File: config.mk
export PLATFORM = sky130hd
export DESIGN_NAME = led_frame_buffer_flat
export DESIGN_NICKNAME = d
export VERILOG_FILES = /design/src/rtl/led_frame_buffer_if.sv /design/src/rtl/led_frame_buffer.sv /design/src/flat_wrapper.sv
export SDC_FILE = /design/constraint.sdc
export NUM_CORES = 1
export LEC_CHECK = 0
export CORE_AREA = 4 4 416 418
export CTS_CLUSTER_DIAMETER = 120
export CTS_CLUSTER_SIZE = 12
export DETAILED_ROUTE_END_ITERATION = 16
export DIE_AREA = 0 0 420 422
export GPL_TIMING_DRIVEN = 0
export SLEW_MARGIN = 20
export SYNTH_ARGS = -nofsm -noshare
export SYNTH_HDL_FRONTEND = slang
export SYNTH_SLANG_ARGS = --single-unit
File: constraint.sdc
create_clock -name i_clk -period 6.05 [get_ports i_clk]
set_input_delay 1.21 -clock i_clk [delete_from_list [all_inputs] [get_ports i_clk]]
set_output_delay 1.21 -clock i_clk [all_outputs]
set_load 0.005 [all_outputs]
File: src/rtl/led_frame_buffer_if.sv
// -----------------------------------------------------------------------------
// led_frame_buffer_if
//
// Bundles the writer, reader and status signals of led_frame_buffer.
//
// Handshake semantics:
//   - Write side: the writer drives i_wr_en/i_wr_addr/i_wr_data and is allowed to
//     write while o_wr_ready is high. A write presented while o_wr_ready is low
//     is not stalled; it is dropped and latches o_wr_overrun. i_wr_frame_done is a
//     single-cycle pulse that hands the back bank over for a swap. o_wr_ready
//     stays low until that swap has been performed.
//   - Read side: i_rd_en/i_rd_addr form a request that is always accepted.
//     o_rd_valid qualifies o_rd_data and follows i_rd_en after the fixed read
//     latency. i_rd_busy held high by the reader blocks the bank swap.
//   - Status: o_frame_valid pulses once per swap. o_frame_cnt counts swaps.
//
// Modports:
//   master : pattern generator + serializer side (drives the i_* signals)
//   slave  : the frame buffer itself (drives the o_* signals)
// -----------------------------------------------------------------------------
interface led_frame_buffer_if #(
  parameter int ADDR_WIDTH  = 7,
  parameter int DATA_W      = 8,
  parameter int FRAME_CNT_W = 8
);

  // writer
  logic                   i_wr_en;
  logic [ADDR_WIDTH-1:0]  i_wr_addr;
  logic [DATA_W-1:0]      i_wr_data;
  logic                   i_wr_frame_done;
  logic                   o_wr_ready;

  // reader
  logic                   i_rd_en;
  logic [ADDR_WIDTH-1:0]  i_rd_addr;
  logic [DATA_W-1:0]      o_rd_data;
  logic                   o_rd_valid;
  logic                   i_rd_busy;

  // status
  logic                   o_frame_valid;
  logic [FRAME_CNT_W-1:0] o_frame_cnt;
  logic                   o_wr_overrun;

  modport master (
    output i_wr_en, i_wr_addr, i_wr_data, i_wr_frame_done,
    output i_rd_en, i_rd_addr, i_rd_busy,
    input  o_wr_ready, o_rd_data, o_rd_valid,
    input  o_frame_valid, o_frame_cnt, o_wr_overrun
  );

  modport slave (
    input  i_wr_en, i_wr_addr, i_wr_data, i_wr_frame_done,
    input  i_rd_en, i_rd_addr, i_rd_busy,
    output o_wr_ready, o_rd_data, o_rd_valid,
    output o_frame_valid, o_frame_cnt, o_wr_overrun
  );

endinterface

File: src/rtl/led_frame_buffer.sv
// -----------------------------------------------------------------------------
// led_frame_buffer
//
// Ping-pong frame store between the LED pattern generator (writer) and the SPI
// LED serializer (reader). The writer fills the back bank, then pulses
// i_wr_frame_done. The swap is deferred until the reader reports idle
// (i_rd_busy low), so a frame is never torn mid-transmission.
//
// Bank roles follow sel: sel=0 -> write A / read B, sel=1 -> write B / read A.
//
// Ports:
//   i_clk         single clock
//   i_rst_n       synchronous, active-low reset
//   bus (slave)   writer / reader / status signals, see led_frame_buffer_if
//   i_brightness  global scale, 0..255 (only with LED_FB_BRIGHTNESS_EN)
//   o_dbg_state   current FSM state (0 = FILL, 1 = PEND)
//
// Build option:
//   LED_FB_BRIGHTNESS_EN  adds i_brightness and a second output register stage
//                         computing (raw * (i_brightness+1)) >> 8. Read latency
//                         becomes 2. Undefined: no scaling, read latency 1.
// -----------------------------------------------------------------------------
module led_frame_buffer #(
  parameter int LEDS          = 30,
  parameter int BYTES_PER_LED = 3,
  parameter int DATA_W        = 8,
  parameter int DEPTH         = LEDS * BYTES_PER_LED,
  parameter int ADDR_WIDTH    = $clog2(DEPTH),
  parameter int FRAME_CNT_W   = 8
) (
  input  logic               i_clk,
  input  logic               i_rst_n,
`ifdef LED_FB_BRIGHTNESS_EN
  input  logic [7:0]         i_brightness,
`endif
  led_frame_buffer_if.slave  bus,
  output logic               o_dbg_state
);

  // One extra bit so DEPTH itself is representable even when it is a power of two.
  localparam logic [ADDR_WIDTH:0] DEPTH_W = DEPTH[ADDR_WIDTH:0];

  typedef enum logic {
    FILL = 1'b0,
    PEND = 1'b1
  } state_t;

  state_t state_q, state_d;

  logic                   sel_q;
  logic                   front_loaded_q;
  logic [FRAME_CNT_W-1:0] frame_cnt_q;
  logic                   frame_valid_q;
  logic                   overrun_q;

  logic                   wr_commit;
  logic                   swap;
  logic                   overrun_set;
  logic                   wr_in_range;
  logic                   rd_in_range;

  logic [DATA_W-1:0]      bank_a [DEPTH];
  logic [DATA_W-1:0]      bank_b [DEPTH];
  logic [DATA_W-1:0]      front_word;

  logic [DATA_W-1:0]      raw_q;
  logic                   raw_valid_q;

  assign wr_in_range = ({1'b0, bus.i_wr_addr} < DEPTH_W);
  assign rd_in_range = ({1'b0, bus.i_rd_addr} < DEPTH_W);

  // ---------------------------------------------------------------------------
  // Swap FSM: next state and per-cycle actions
  // ---------------------------------------------------------------------------
  always_comb begin
    state_d     = state_q;
    wr_commit   = 1'b0;
    swap        = 1'b0;
    overrun_set = 1'b0;
    case (state_q)
      FILL: begin
        // A write in the same cycle as frame_done still lands in the back bank.
        wr_commit = bus.i_wr_en && wr_in_range;
        if (bus.i_wr_frame_done) begin
          state_d = PEND;
        end
      end
      PEND: begin
        // The back bank is frozen while a swap is pending; any further writer
        // activity means the generator is running ahead of the serializer.
        overrun_set = bus.i_wr_en || bus.i_wr_frame_done;
        if (!bus.i_rd_busy) begin
          swap    = 1'b1;
          state_d = FILL;
        end
      end
      default: begin
        state_d = FILL;
      end
    endcase
  end

  always_ff @(posedge i_clk) begin
    if (!i_rst_n) begin
      state_q        <= FILL;
      sel_q          <= 1'b0;
      front_loaded_q <= 1'b0;
      frame_cnt_q    <= '0;
      frame_valid_q  <= 1'b0;
      overrun_q      <= 1'b0;
    end else begin
      state_q       <= state_d;
      frame_valid_q <= swap;
      if (swap) begin
        sel_q          <= ~sel_q;
        frame_cnt_q    <= frame_cnt_q + 1'b1;
        front_loaded_q <= 1'b1;
      end
      if (overrun_set) begin
        overrun_q <= 1'b1;
      end
    end
  end

  // ---------------------------------------------------------------------------
  // Bank storage (not reset)
  // ---------------------------------------------------------------------------
  always_ff @(posedge i_clk) begin
    if (wr_commit && i_rst_n) begin
      if (!sel_q) begin
        bank_a[bus.i_wr_addr] <= bus.i_wr_data;
      end else begin
        bank_b[bus.i_wr_addr] <= bus.i_wr_data;
      end
    end
  end

  // Front bank is the one not being written; sel_q is the pre-edge value, so a
  // read issued on the swap edge still sees the outgoing frame.
  always_comb begin
    front_word = '0;
    if (rd_in_range) begin
      front_word = sel_q ? bank_a[bus.i_rd_addr] : bank_b[bus.i_rd_addr];
    end
  end

  // ---------------------------------------------------------------------------
  // Read stage 1: registered raw word
  // ---------------------------------------------------------------------------
`ifdef LED_FB_BRIGHTNESS_EN
  logic [7:0] bright_q;
`endif

  always_ff @(posedge i_clk) begin
    if (!i_rst_n) begin
      raw_q       <= '0;
      raw_valid_q <= 1'b0;
`ifdef LED_FB_BRIGHTNESS_EN
      bright_q    <= '0;
`endif
    end else begin
      raw_valid_q <= bus.i_rd_en;
      if (bus.i_rd_en) begin
        // Unloaded front bank or out-of-range address reads as zero.
        raw_q <= (front_loaded_q && rd_in_range) ? front_word : '0;
`ifdef LED_FB_BRIGHTNESS_EN
        bright_q <= i_brightness;
`endif
      end
    end
  end

`ifdef LED_FB_BRIGHTNESS_EN
  // ---------------------------------------------------------------------------
  // Read stage 2: brightness scaling. Scale factor is brightness+1 (1..256) so
  // that 255 is an exact pass-through after the >>8.
  // ---------------------------------------------------------------------------
  logic [8:0]          scale;
  logic [DATA_W+8:0]   product;
  logic [DATA_W-1:0]   scaled_q;
  logic                scaled_valid_q;

  assign scale   = {1'b0, bright_q} + 9'd1;
  assign product = {9'd0, raw_q} * {{DATA_W{1'b0}}, scale};

  always_ff @(posedge i_clk) begin
    if (!i_rst_n) begin
      scaled_q       <= '0;
      scaled_valid_q <= 1'b0;
    end else begin
      scaled_valid_q <= raw_valid_q;
      if (raw_valid_q) begin
        scaled_q <= product[DATA_W+7:8];
      end
    end
  end

  assign bus.o_rd_data  = scaled_q;
  assign bus.o_rd_valid = scaled_valid_q;
`else
  assign bus.o_rd_data  = raw_q;
  assign bus.o_rd_valid = raw_valid_q;
`endif

  // ---------------------------------------------------------------------------
  // Status outputs
  // ---------------------------------------------------------------------------
  assign bus.o_wr_ready    = (state_q == FILL);
  assign bus.o_frame_valid = frame_valid_q;
  assign bus.o_frame_cnt   = frame_cnt_q;
  assign bus.o_wr_overrun  = overrun_q;
  assign o_dbg_state       = state_q;

endmodule
File: src/flat_wrapper.sv
// flat-port wrapper written by rule: the top's interface ports become plain ports
module led_frame_buffer_flat 
#(
  parameter int LEDS          = 30,
  parameter int BYTES_PER_LED = 3,
  parameter int DATA_W        = 8,
  parameter int DEPTH         = LEDS * BYTES_PER_LED,
  parameter int ADDR_WIDTH    = $clog2(DEPTH),
  parameter int FRAME_CNT_W   = 8
)
  (i_clk, i_rst_n, o_dbg_state, bus_i_wr_en, bus_i_wr_addr, bus_i_wr_data, bus_i_wr_frame_done, bus_i_rd_en, bus_i_rd_addr, bus_i_rd_busy, bus_o_wr_ready, bus_o_rd_data, bus_o_rd_valid, bus_o_frame_valid, bus_o_frame_cnt, bus_o_wr_overrun);
  led_frame_buffer_if #(.ADDR_WIDTH(ADDR_WIDTH), .DATA_W(DATA_W), .FRAME_CNT_W(FRAME_CNT_W)) bus_i ();
  input  logic i_clk;
  input  logic i_rst_n;
  output logic o_dbg_state;
  input wire logic [$bits(bus_i.i_wr_en)-1:0] bus_i_wr_en;
  input wire logic [$bits(bus_i.i_wr_addr)-1:0] bus_i_wr_addr;
  input wire logic [$bits(bus_i.i_wr_data)-1:0] bus_i_wr_data;
  input wire logic [$bits(bus_i.i_wr_frame_done)-1:0] bus_i_wr_frame_done;
  input wire logic [$bits(bus_i.i_rd_en)-1:0] bus_i_rd_en;
  input wire logic [$bits(bus_i.i_rd_addr)-1:0] bus_i_rd_addr;
  input wire logic [$bits(bus_i.i_rd_busy)-1:0] bus_i_rd_busy;
  output wire logic [$bits(bus_i.o_wr_ready)-1:0] bus_o_wr_ready;
  output wire logic [$bits(bus_i.o_rd_data)-1:0] bus_o_rd_data;
  output wire logic [$bits(bus_i.o_rd_valid)-1:0] bus_o_rd_valid;
  output wire logic [$bits(bus_i.o_frame_valid)-1:0] bus_o_frame_valid;
  output wire logic [$bits(bus_i.o_frame_cnt)-1:0] bus_o_frame_cnt;
  output wire logic [$bits(bus_i.o_wr_overrun)-1:0] bus_o_wr_overrun;
  assign bus_i.i_wr_en = bus_i_wr_en;
  assign bus_i.i_wr_addr = bus_i_wr_addr;
  assign bus_i.i_wr_data = bus_i_wr_data;
  assign bus_i.i_wr_frame_done = bus_i_wr_frame_done;
  assign bus_i.i_rd_en = bus_i_rd_en;
  assign bus_i.i_rd_addr = bus_i_rd_addr;
  assign bus_i.i_rd_busy = bus_i_rd_busy;
  assign bus_o_wr_ready = bus_i.o_wr_ready;
  assign bus_o_rd_data = bus_i.o_rd_data;
  assign bus_o_rd_valid = bus_i.o_rd_valid;
  assign bus_o_frame_valid = bus_i.o_frame_valid;
  assign bus_o_frame_cnt = bus_i.o_frame_cnt;
  assign bus_o_wr_overrun = bus_i.o_wr_overrun;
  led_frame_buffer #(.LEDS(LEDS), .BYTES_PER_LED(BYTES_PER_LED), .DATA_W(DATA_W), .DEPTH(DEPTH), .ADDR_WIDTH(ADDR_WIDTH), .FRAME_CNT_W(FRAME_CNT_W)) u_core (.i_clk(i_clk), .i_rst_n(i_rst_n), .bus(bus_i), .o_dbg_state(o_dbg_state));
endmodule
**Yosys cells after proc, flatten, opt, wreduce, memory -nomap -nowiden**

Memories as Yosys holds them, arrays and structs flattened.
Cells that the tools add are included.
W data, S select, Z words.

- Memory bits (writable): 1440
- Logic and storage cells: 35
- Input bits: 28
- Register bits after elaboration: 22
- Memories: 2

Memories:

| memory | words | width | read ports | clocked after Yosys merged registers in | write ports | RTL line | source |
|---|---|---|---|---|---|---|---|
| u_core.bank_a | 90 | 8 | 1 | 0 | 1 | led_frame_buffer.sv:62 | `logic [DATA_W-1:0] bank_a [DEPTH];` |
| u_core.bank_b | 90 | 8 | 1 | 0 | 1 | led_frame_buffer.sv:63 | `logic [DATA_W-1:0] bank_b [DEPTH];` |

- Muxes and demuxes: 16
- Reduce and logical (&&, ||, !) cells: 4
- Add/sub/neg operators: 1
- Bitwise logic cells: 2
- Magnitude comparators: 2

Operator list:

| kind | number |
|---|---|
| $mux W8 | 3 |
| $lt A7 B7 Y1 const B | 2 |
| $mux W1 | 12 |
| $add A8 B1 Y8 const B | 1 |
| $logic_and A1 B1 Y1 | 3 |
| $not A1 Y1 | 2 |
| $pmux W1 S2 | 1 |
| $logic_or A1 B1 Y1 | 1 |

**Depth between registers and ports, before layout**

- Depth after elaboration: 6
- Gate-level depth with buffers: 13
- Depth with buffers taken out: 7

**Least setup slack after synthesis**

No wires, ideal clock.

- Path type: in2reg
- Start: in bus_i_wr_addr[1]
- End: mem u_core.bank_a[27][0] (enable)
- Path slack: 2.522 ns
- Stages: 9
- Buffers on the path: 2
- Library setup time: 0.370 ns
- Data required time: 5.680 ns
- Data arrival time: 3.157 ns
- Cell sequence: clkbuf_1 -> nor2_1 -> nor2_1 -> a2111oi_0 -> nor2b_1 -> nor2b_1 -> nand3_1 -> clkbuf_1 -> nor2_1

- Word-level cells in the longest chain between the ends: 6

RTL lines:

| what | RTL line | source |
|---|---|---|
| start, declared | flat_wrapper.sv:17 | `input wire logic [$bits(bus_i.i_wr_addr)-1:0] bus_i_wr_addr;` |
| $lt A7 B7 Y1 | led_frame_buffer.sv:69 | `assign wr_in_range = ({1'b0, bus.i_wr_addr} < DEPTH_W);` |
| $logic_and A1 B1 Y1 | led_frame_buffer.sv:83 | `wr_commit = bus.i_wr_en && wr_in_range;` |
| $mux W1 | led_frame_buffer.sv:80 | `case (state_q)` |
| $logic_and A1 B1 Y1 | led_frame_buffer.sv:129 | `if (wr_commit && i_rst_n) begin` |
| $mux W1 | led_frame_buffer.sv:129 |  |
| $mux W1 (not written as such) | led_frame_buffer.sv:131 | `bank_a[bus.i_wr_addr] <= bus.i_wr_data;` |
| end, declared | led_frame_buffer.sv:62 |  |

Parallel ways exist; a longest one is shown, timed or not.

**Final worst setup path**

- Start: in bus_i_rd_addr[2]
- End: reg u_core.raw_q[0], in the netlist u_core.bus.o_rd_data[0]

- Word-level cells in the longest chain between the ends: 4
- Elaborated cells between the ends (all ways): 7

RTL lines:

| what | RTL line | source |
|---|---|---|
| start, declared | flat_wrapper.sv:21 | `input wire logic [$bits(bus_i.i_rd_addr)-1:0] bus_i_rd_addr;` |
| $mem_v2 Z90 W8 (on tied branches) | n/a |  |
| $mux W8 | led_frame_buffer.sv:143 | `front_word = sel_q ? bank_a[bus.i_rd_addr] : bank_b[bus.i_rd_addr];` |
| $mux W8 | led_frame_buffer.sv:142 | `if (rd_in_range) begin` |
| $mux W8 (*) | led_frame_buffer.sv:165 | `raw_q <= (front_loaded_q && rd_in_range) ? front_word : '0;` |
| end signal, assigned | led_frame_buffer.sv:165 |  |
| end, declared | led_frame_buffer.sv:66 | `logic [DATA_W-1:0] raw_q;` |

Every way passes the cells marked *; elsewhere a longest branch is shown, timed or not.
A chain may end at the register's enable or synchronous reset.

==> out/results.ini <==
[run_status]
status=complete, no violations

[grt]
met3_usage=0.0444
grt_pass1_vias=28700
antenna_found_initial=8
grt_use_met2=0.288
top_usage_layer=met2
grt_pass1_wl_um=234000
gr-total-overflow=0
use_met1=0.263
grt_max_degree=127
grt_usage=0.191

[timing]
setup_violations=0
worstMarginPinSlew_ps=1240
rsz0062_at_grt=false
finalHoldViolCount=0
skew_ps=21.4
min_period_over_period=0.942
layout_min_cycle_time_ps=5700
fmax_ghz=0.175
slew_headroom=0.171
report.final.slew_viol_count=0

[drt]
drt-total-wl_um=171000
dr.pass1.iters=7
wl_per_cell_um=32.7
drt-vias-per-instance=5.72
drc=0
ant_nets=0
vias=30000
drt_iter0_markers=4342

[logic_synthesis]
synth_area_leaders=edfxtp_1 75%, mux4_2 11%, mux2i_1 3.3%
synth_compound_area_frac=0.0324
synth_common_cells=1,440 x edfxtp_1, 278 x mux4_2, 221 x nor2_1
yosys.area_share.simple=0.0306
synth_xor_xnor_area_share=0.000916
synth_top_area_frac=0.753
synthAdderAreaFrac=0.000218
synth_seq_cells=1462
synth.avg_cell_area_um2=20.6
synth.mux.area_fraction=0.155
yosysTopAreaCell=edfxtp_1
synth_nets=2815
syn_inst=2786
yosysSeqAreaShare=0.761
synth_top_family_by_area=multiplexers
synth_area_um2=57400
post-synth-top-count-cell=edfxtp_1
synth_warnings=0
synth_edf_count=1440
yosys_most_used_dff=edfxtp_1
async_flop_share=0
synth.distinct_cells=58

[setup_path]
endpoint=u_core.bus.o_rd_data[0]
criticalPathCategory=in2reg
critPathTopFamily=buffers and inverters
startpoint_type=primary input
r2r-end=u_core.bank_b[9][0]
path_depth=10
crit_arrival_ps=6360
cpPeakStageDelay_ps=900
crit_slowest_cell=clkdlybuf4s50_1
crit_chain=clkdlybuf4s50_1 > buf_2 > buf_2 > buf_2 > buf_2 > buf_1 > mux4_2 > nand2_1 > nand4_1 > a32o_1
cp-end-kind=flop
critPathBufInv=6
r2r_setup_slack_ps=1800
rr_worst_depth=7
crit_top_cell=buf_2
required_ps=6710
reg2reg_from=u_core.sel_q
path_max_fanout=10
crit_start=bus_i_rd_addr[2]

[flow_run]
maxCapViolations=0

[clocking]
cts_setup_buffers=0
clock_path_buffers=3
cts_resized=0
cts-root-buf=clkbuf_16
clk-insertion-delay-late_ps=770
htreeDepth=4
cts_sinks=1462
numCtsBuffers=139
cts.clk_slew.worst_paths_ps=70
cts-hold-fix-buffers=0
cts_tree=done

[power_and_ir_drop]
pwr-share-seq=0.551
clock_power_share=0.389
powerDensity_nw_per_um2=312
p_sw_w=0.00442
pwr-share-comb=0.060
max-vdd-ir-drop_mv=0.260
p_leak_nw=20.0
internal-power_w=0.0158
switching_share=0.219

[cells_and_area]
multi_input_area_um2=12600
area_growth_pct=12.8
drive_gt1_frac=0.188
final_cells=5243
fin_area_um2=64700
nets=3011
num-fill-cells=15100
ff_latch_area_um2=43700
utilization=0.383

[floorplanning]
rows=151
ioPinCount=49
die-height_um=422
core_um2=169000
die_area_um2=177000
die_width_um=420
start_util=0.339

[hold_path]
hp-class=reg2reg

[place]
place_area_um2=60900
gp_congestion=0.938
place_inst=5059
placement.io_buffers=46
place_hpwl_um=113000

flip-flops by register name (all words and copies together) (netlist names), 8 cells and up:
name,cells
u_core.bank_a,720
u_core.bank_b,720
u_core.bus.o_frame_cnt,8
u_core.bus.o_rd_data,8
logic make-up (layout without fill, tap and decap cells):
logic type	after synthesis	count (layout)
multiplexers	498	498
buffers and inverters	170	407
AO/OA/AOI/OAI	256	256
AND/OR/NAND/NOR	393	393
adder cells (fa/ha/maj)	1	1
flip-flops	1462	1462
other	0	2
XOR/XNOR	6	6
power groups by stage:
stage / sequential, W / clock (W) / combinational, W
detailed placement: 0.0113 / 0 / 0.00120
finish: 0.0111 / 0.00786 / 0.00121
global route: 0.0111 / 0.00833 / 0.00124
floorplan: 0.0113 / 0 / 0.000567
global placement: 0.0114 / 0 / 0.00116
CTS: 0.0111 / 0.00794 / 0.00120
metrics by stage:
step | setup slack [ps] | power (W) | hold slack (ps) | TNS (ps)
final | 349 | 0.0202 | 476 | 0
after CTS | 457 | 0.0203 | 479 | 0
after floorplan | 2520 | 0.0119 | 462 | 0
after global routing | 434 | 0.0207 | 491 | 0
after global placement | -1810 | 0.0126 | 457 | -2496460
after detailed placement | -372 | 0.0125 | 467 | -1270
cell usage in the layout, fill, tap and decap left out, types with 15 or more instances in the layout:
master	netlist	routed
a21oi_1	51	51
a221oi_1	36	36
a22oi_1	22	22
buf_2	31	35
buf_4	19	19
buf_6	18	18
buf_8	7	15
clkbuf_1	71	83
clkbuf_16	0	144
clkbuf_2	0	18
clkdlybuf4s50_1	0	38
dfxtp_1	22	22
edfxtp_1	1440	1440
mux2i_1	189	189
mux4_1	25	25
mux4_2	278	278
nand2_1	53	53
nand3_1	16	16
nor2_1	221	220
nor2b_1	28	28
nor3_1	17	17
o21ai_0	22	22
o221ai_1	45	45
o22ai_1	20	20
area by class of cell:
type	instances	area share
Clock buffer	174	0.0574
Antenna cell	2	0.0000773
Inverter	4	0.000232
Sequential cell	1462	0.675
Timing Repair Buffer	55	0.0112
Buffer	166	0.0181
Tap cell	2218	0.0429
Clock inverter	8	0.00135
Multi-Input combinational cell	1154	0.194
how the worst min path moves through the flow:
stage / from / endpoint / slack, ps / depth (start not counted)
6_report: u_core.bus.o_wr_overrun / u_core.bus.o_wr_overrun / 480 / 1
5_1_grt: u_core.bus.o_wr_overrun / u_core.bus.o_wr_overrun / 490 / 1
4_1_cts: u_core.bus.o_wr_overrun / u_core.bus.o_wr_overrun / 480 / 1
3_5_place_dp: u_core.bus.o_wr_overrun / u_core.bus.o_wr_overrun / 470 / 1
3_3_place_gp: u_core.bus.o_wr_overrun / u_core.bus.o_wr_overrun / 460 / 1
2_1_floorplan: u_core.front_loaded_q / u_core.front_loaded_q / 460 / 1
routing by layer:
| layer | routed length, um | vias up |
|---|---|---|
| met3 | 17000 | 371 |
| met4 | 8470 | 2 |
| met5 | 13 | - |
| li1 | - | 11900 |
| met2 | 77900 | 1715 |
| met1 | 67800 | 16000 |
No activity file was read; power rests on OpenSTA's default activity.
